<file path="src/rtl/run_detect_if.sv">
// Sample/detect bundle between a bit source and run_detect.
// The master drives the sample controls, the slave returns the detect state.
interface run_detect_if #(
   parameter int RUN_LEN = 2,
   parameter int CNT_W   = 8
);
   localparam int RCW = $clog2(RUN_LEN + 1);

   logic             en;
   logic             w;
   logic             mode;
   logic             hit_clr;
   logic             z;
   logic [RCW-1:0]   run_cnt;
   logic [CNT_W-1:0] hit_cnt;
   logic             hit_ovf;

   modport master (
      output en, w, mode, hit_clr,
      input  z, run_cnt, hit_cnt, hit_ovf
   );

   modport slave (
      input  en, w, mode, hit_clr,
      output z, run_cnt, hit_cnt, hit_ovf
   );
endinterface

</file>
<file path="src/rtl/run_detect.sv">
// Consecutive-ones run detector with level/pulse output and hit counter.
// Hit counter is built only when RUN_DETECT_HIT_CNT_EN is defined.
module run_detect #(
   parameter int RUN_LEN = 2,
   parameter int CNT_W   = 8
) (
   input  logic        clk,
   input  logic        rst,
   run_detect_if.slave bus
);
   localparam int RCW = $clog2(RUN_LEN + 1);
   localparam logic [RCW-1:0] RUN_MAX = RCW'(RUN_LEN);

   logic [RCW-1:0] run_cnt_q, run_cnt_d;
   logic           z_q, z_d;
   logic [31:0]    run_nxt;
   logic           pre;

   // Widened so run_cnt + 1 never wraps at the top of the range.
   assign run_nxt = 32'(run_cnt_q) + 32'd1;
   assign pre     = bus.en && bus.w && (run_nxt >= 32'(RUN_LEN));

   always_comb begin
      run_cnt_d = run_cnt_q;
      z_d       = 1'b0;
      if (bus.en) begin
         if (!bus.w) begin
            run_cnt_d = '0;
         end else if (bus.mode) begin
            if (pre) begin
               run_cnt_d = '0;
               z_d       = 1'b1;
            end else begin
               run_cnt_d = run_cnt_q + 1'b1;
            end
         end else begin
            z_d = pre;
            if (run_cnt_q != RUN_MAX) begin
               run_cnt_d = run_cnt_q + 1'b1;
            end
         end
      end
   end

   always_ff @(posedge clk) begin
      if (rst) begin
         run_cnt_q <= '0;
         z_q       <= 1'b0;
      end else begin
         run_cnt_q <= run_cnt_d;
         z_q       <= z_d;
      end
   end

   assign bus.z       = z_q;
   assign bus.run_cnt = run_cnt_q;

`ifdef RUN_DETECT_HIT_CNT_EN
   logic [CNT_W-1:0] hit_cnt_q, hit_cnt_d;
   logic             hit_ovf_q, hit_ovf_d;
   logic             hit;

   // Level mode counts a run once: no hit while already saturated.
   assign hit = pre && (bus.mode || (run_cnt_q != RUN_MAX));

   always_comb begin
      hit_cnt_d = hit_cnt_q;
      hit_ovf_d = hit_ovf_q;
      if (bus.hit_clr) begin
         hit_cnt_d = '0;
         hit_ovf_d = 1'b0;
      end else if (hit) begin
         if (&hit_cnt_q) begin
            hit_ovf_d = 1'b1;
         end else begin
            hit_cnt_d = hit_cnt_q + 1'b1;
         end
      end
   end

   always_ff @(posedge clk) begin
      if (rst) begin
         hit_cnt_q <= '0;
         hit_ovf_q <= 1'b0;
      end else begin
         hit_cnt_q <= hit_cnt_d;
         hit_ovf_q <= hit_ovf_d;
      end
   end

   assign bus.hit_cnt = hit_cnt_q;
   assign bus.hit_ovf = hit_ovf_q;
`else
   assign bus.hit_cnt = '0;
   assign bus.hit_ovf = 1'b0;
`endif
endmodule
</file>
<file path="src/flat_wrapper.sv">
// flat-port wrapper written by rule: the top's interface ports become plain ports
module run_detect_flat 
#(
   parameter int RUN_LEN = 2,
   parameter int CNT_W   = 8
)
  (clk, rst, bus_en, bus_w, bus_mode, bus_hit_clr, bus_z, bus_run_cnt, bus_hit_cnt, bus_hit_ovf);
  run_detect_if #(.RUN_LEN(RUN_LEN), .CNT_W(CNT_W)) bus_i ();
  input  logic clk;
  input  logic rst;
  input wire logic [$bits(bus_i.en)-1:0] bus_en;
  input wire logic [$bits(bus_i.w)-1:0] bus_w;
  input wire logic [$bits(bus_i.mode)-1:0] bus_mode;
  input wire logic [$bits(bus_i.hit_clr)-1:0] bus_hit_clr;
  output wire logic [$bits(bus_i.z)-1:0] bus_z;
  output wire logic [$bits(bus_i.run_cnt)-1:0] bus_run_cnt;
  output wire logic [$bits(bus_i.hit_cnt)-1:0] bus_hit_cnt;
  output wire logic [$bits(bus_i.hit_ovf)-1:0] bus_hit_ovf;
  assign bus_i.en = bus_en;
  assign bus_i.w = bus_w;
  assign bus_i.mode = bus_mode;
  assign bus_i.hit_clr = bus_hit_clr;
  assign bus_z = bus_i.z;
  assign bus_run_cnt = bus_i.run_cnt;
  assign bus_hit_cnt = bus_i.hit_cnt;
  assign bus_hit_ovf = bus_i.hit_ovf;
  run_detect #(.RUN_LEN(RUN_LEN), .CNT_W(CNT_W)) u_core (.clk(clk), .rst(rst), .bus(bus_i));
endmodule
</file>
<file path="config.mk">
export PLATFORM = sky130hd
export DESIGN_NAME = run_detect_flat
export DESIGN_NICKNAME = d
export VERILOG_FILES = /design/src/rtl/run_detect_if.sv /design/src/rtl/run_detect.sv /design/src/flat_wrapper.sv
export SDC_FILE = /design/constraint.sdc
export NUM_CORES = 1
export LEC_CHECK = 0
export CAP_MARGIN = 10
export CELL_PAD_IN_SITES_DETAIL_PLACEMENT = 2
export CELL_PAD_IN_SITES_GLOBAL_PLACEMENT = 2
export CORE_MARGIN = 5
export CORE_UTILIZATION = 16
export CTS_CLUSTER_SIZE = 30
export DETAILED_ROUTE_END_ITERATION = 8
export PLACE_DENSITY_LB_ADDON = 0.1
export SLEW_MARGIN = 20
export SYNTH_ARGS = -nofsm -noshare
export SYNTH_HDL_FRONTEND = slang
export SYNTH_SLANG_ARGS = --single-unit
</file>
<file path="constraint.sdc">
create_clock -name clk -period 2.7 [get_ports clk]
set_clock_uncertainty 0.05 [all_clocks]
set_input_delay 0.27 -clock clk [delete_from_list [all_inputs] [get_ports clk]]
set_output_delay 0.27 -clock clk [all_outputs]
set_load 0.02 [all_outputs]
</file>
==> impl_metrics.env <==
export IMPL_run_status="finished, final reports clean"
export IMPL_routed_via_count=170
export IMPL_dominant_cell_type_by_area_after_synthesis="sky130_fd_sc_hd__buf_4"
export IMPL_vdd_drop_max_mv=0.0707
export IMPL_ctsRootBufferMaster="sky130_fd_sc_hd__clkbuf_4"
export IMPL_fin_tns_setup_ps=0
export IMPL_synth_seq_cells=3
export IMPL_clock_tree_htree_level_count=1
export IMPL_worstSetupPathType="flip-flop to output port"
export IMPL_area_growth_syn_to_layout_pct=33.7
export IMPL_synth_avg_cell_area_sq_um=8.85
export IMPL_min_delay_path_class="flip-flop to flip-flop"
export IMPL_crit_buf_inv=1
export IMPL_cts_resized_gates=0
export IMPL_hold_viol_final=0
export IMPL_sequential_cell_fraction_of_total_power_pct=30.2
export IMPL_critPathArrivalTime_ps=1220
export IMPL_num_fill_cells=170
export IMPL_via_density_per_instance=3.33
export IMPL_register_area_sq_um=60.1
export IMPL_critPathSlowestCell="sky130_fd_sc_hd__clkdlybuf4s50_1"
export IMPL_tritoncts="done"
export IMPL_critical_path_top_delay_family="buffers and inverters"
export IMPL_detailedPlace_worstSlack_ps=1270
export IMPL_die_area_sq_um=2300
export IMPL_critical_path_cell_chain="clkdlybuf4s50_1"
export IMPL_power_frac_clock_pct=49.9
export IMPL_async_flop_share_pct=0
export IMPL_route_detailed_drc=0
export IMPL_cts_sinks=3
export IMPL_ys_warnings_count=0
export IMPL_seq_area_frac_synth_pct=26.1
export IMPL_postSynthCellCount=26
export IMPL_r2r_end="u_core.bus.run_cnt[0]"
export IMPL_synthesis_area_sq_um=230
export IMPL_detail_route_wl_per_cell_um=9.24
export IMPL_clockBufferDepth=2
export IMPL_fmaxAchievable_ghz=0.649
export IMPL_pwr_dens_nw_per_um2=500
export IMPL_critical_path_reg2reg_startpoint="u_core.bus.run_cnt[0]"
export IMPL_switchingPower_uw=41.4
export IMPL_number_of_pins_exceeding_their_max_slew_limit_in_the_final_report=0
export IMPL_maxCapViolations=0
export IMPL_number_of_i_o_pins=18
export IMPL_placement_io_buffers=7
export IMPL_worst_setup_path_end_kind="output port"
export IMPL_dr_pass1_iterations=1
export IMPL_worst_r2r_path_depth=5
export IMPL_power_share_switching_pct=26.9
export IMPL_clk_latency_ps=230
export IMPL_timing_final_ws_setup_ps=1160
export IMPL_antenna_diode_count=0
export IMPL_number_of_antenna_violations_at_the_first_check_in_global_routing=0
export IMPL_clkTransAtPathRegs_ps=40
export IMPL_static_leakage_power_uw=0.000134
export IMPL_synth_top_cell_area_share_pct=29.3
export IMPL_chipHeight_um=47.9
export IMPL_route_antenna_remaining_nets=0
export IMPL_min_from="u_core.bus.run_cnt[1]"
export IMPL_critical_path_required_ps=2380
export IMPL_finalCriticalPeriod_ps=1540
export IMPL_setup_repair_after_global_routing_missed_its_margin="false"
export IMPL_cts_buffers_inserted=3
export IMPL_grt_total_usage_pct=5.58
export IMPL_die_width_um=47.9
export IMPL_wirelength_routed_um=471
export IMPL_cts_hold_buffers=0
export IMPL_core_box_area_sq_um=1330
export IMPL_worst_r2r_setup_slack_ps=1410
export IMPL_critPathMaxStageDelay_ps=620
export IMPL_grt_max_degree=5
export IMPL_routabilityCongestion=0.525
export IMPL_netlist_cell_type_count=13
export IMPL_start_util_pct=17.3
export IMPL_min_delay_path_depth=1
export IMPL_area_of_the_multi_input_gates_sq_um=125
export IMPL_num_nets_final=45
export IMPL_cp_max_fo=4
export IMPL_first_iter_violations=0
export IMPL_synth_area_top_cells="sky130_fd_sc_hd__buf_4 29%, sky130_fd_sc_hd__dfxtp_1 26%, sky130_fd_sc_hd__ha_1 11%, sky130_fd_sc_hd__mux2_4 6.5%, sky130_fd_sc_hd__nand3b_1 6.5%"
export IMPL_core_rowCount=13
export IMPL_power_report_internal_total_uw=112
export IMPL_post_cts_repair_setup_buffers=0
export IMPL_commonest_cells_in_the_synthesized_netlist="9 x sky130_fd_sc_hd__buf_4, 3 x sky130_fd_sc_hd__dfxtp_1, 2 x sky130_fd_sc_hd__ha_1, 2 x sky130_fd_sc_hd__inv_1, 2 x sky130_fd_sc_hd__nand3b_1"
export IMPL_setup_viol_count_final=0
export IMPL_grt_ovfl_total=0
export IMPL_final_layout_size_suffix_gt1_share_pct=13.9
export IMPL_synth_edf_count=0
export IMPL_hold_end="u_core.bus.run_cnt[1]"
export IMPL_post_synth_top_count_cell="sky130_fd_sc_hd__buf_4"
export IMPL_power_share_combinational_pct=19.9
export IMPL_cp_start_kind="flip-flop"
export IMPL_synth_main_ff_cell="sky130_fd_sc_hd__dfxtp_1"
export IMPL_final_min_period_over_clock_period_pct=57.0
export IMPL_grt_first_pass_wirelength_um=828
export IMPL_first_global_vias=212
==> power by group through the flow <==
stage	Combinational (uW)	Clock (uW)	Sequential, uW
after global routing	34.0	82.4	46.7
after CTS	30.9	81.3	46.6
after global placement	30.0	0	47.2
final	30.7	76.7	46.5
after floorplan	28.1	0	48.8
after detailed placement	30.9	0	47.3
==> registers in the layout (all words and copies together), names as in the netlist <==
register	count
u_core.bus.run_cnt	2
u_core.bus.z	1
==> kinds of logic (layout without fill, tap and decap cells) <==
logic type,Yosys count,count (layout),synth area share [%]
buffers and inverters,11,13,32.6
AND/OR/NAND/NOR,5,5,12.5
AO/OA/AOI/OAI,3,3,9.78
flip-flops,3,3,26.1
adder cells (fa/ha/maj),2,2,10.9
other,1,9,1.63
multiplexers,1,1,6.52
==> cell usage in the layout (no fill, tap or decap) <==
cell	synthesis	final
sky130_fd_sc_hd__a21oi_1	1	1
sky130_fd_sc_hd__a21oi_2	1	1
sky130_fd_sc_hd__a22o_1	1	1
sky130_fd_sc_hd__clkbuf_1	0	1
sky130_fd_sc_hd__clkbuf_4	0	3
sky130_fd_sc_hd__clkdlybuf4s50_1	0	7
sky130_fd_sc_hd__conb_1	1	9
sky130_fd_sc_hd__dfxtp_1	3	3
sky130_fd_sc_hd__ha_1	2	2
sky130_fd_sc_hd__inv_1	2	2
sky130_fd_sc_hd__mux2_4	1	1
sky130_fd_sc_hd__nand2_1	1	1
sky130_fd_sc_hd__nand3b_1	2	2
sky130_fd_sc_hd__nor2_1	1	1
sky130_fd_sc_hd__or2_0	1	1
==> worst max-delay path by stage <==
stage	cells past startpoint	end	startpoint	slack, ps
6_report	1	bus_run_cnt[1]	u_core.bus.run_cnt[1]	1160
5_1_grt	1	bus_run_cnt[1]	u_core.bus.run_cnt[1]	1130
2_1_floorplan	5	u_core.bus.run_cnt[0]	u_core.bus.run_cnt[0]	1330
4_1_cts	1	bus_run_cnt[1]	u_core.bus.run_cnt[1]	1140
3_5_place_dp	4	u_core.bus.run_cnt[0]	bus_mode	1270
3_3_place_gp	4	u_core.bus.run_cnt[0]	bus_mode	1310
==> through the flow <==
step | hold WS [ps] | power, uW | utilization [%] | instances | cell area [sq um]
2_1_floorplan | 403 | 76.9 | - | 34 | 260
3_3_place_gp | 504 | 77.3 | 21.1 | 47 | 282
3_5_place_dp | 498 | 78.1 | 21.1 | 47 | 282
4_1_cts | 500 | 159 | 23.1 | 51 | 308
5_1_grt | 516 | 163 | 23.1 | 51 | 308
6_report | 493 | 154 | 23.1 | 51 | 308
==> metal layers <==
| layer | vias to the layer above | share of wire [%] | track usage [%] |
|---|---|---|---|
| li1 | 85 | - | - |
| met5 | - | 0 | 0 |
| met3 | 0 | 15 | 1.50 |
| met1 | 75 | 30 | 4.17 |
| met4 | 0 | 0 | 6.45 |
| met2 | 10 | 55 | 10.3 |
==> cell type report <==
type	instances	share of cell area, %
Clock buffer	4	8.54
Inverter	2	2.44
Multi-Input combinational cell	20	40.7
Sequential cell	3	19.5
Tap cell	15	6.10
Timing Repair Buffer	7	22.8
No activity file was read; power rests on OpenSTA's default activity.
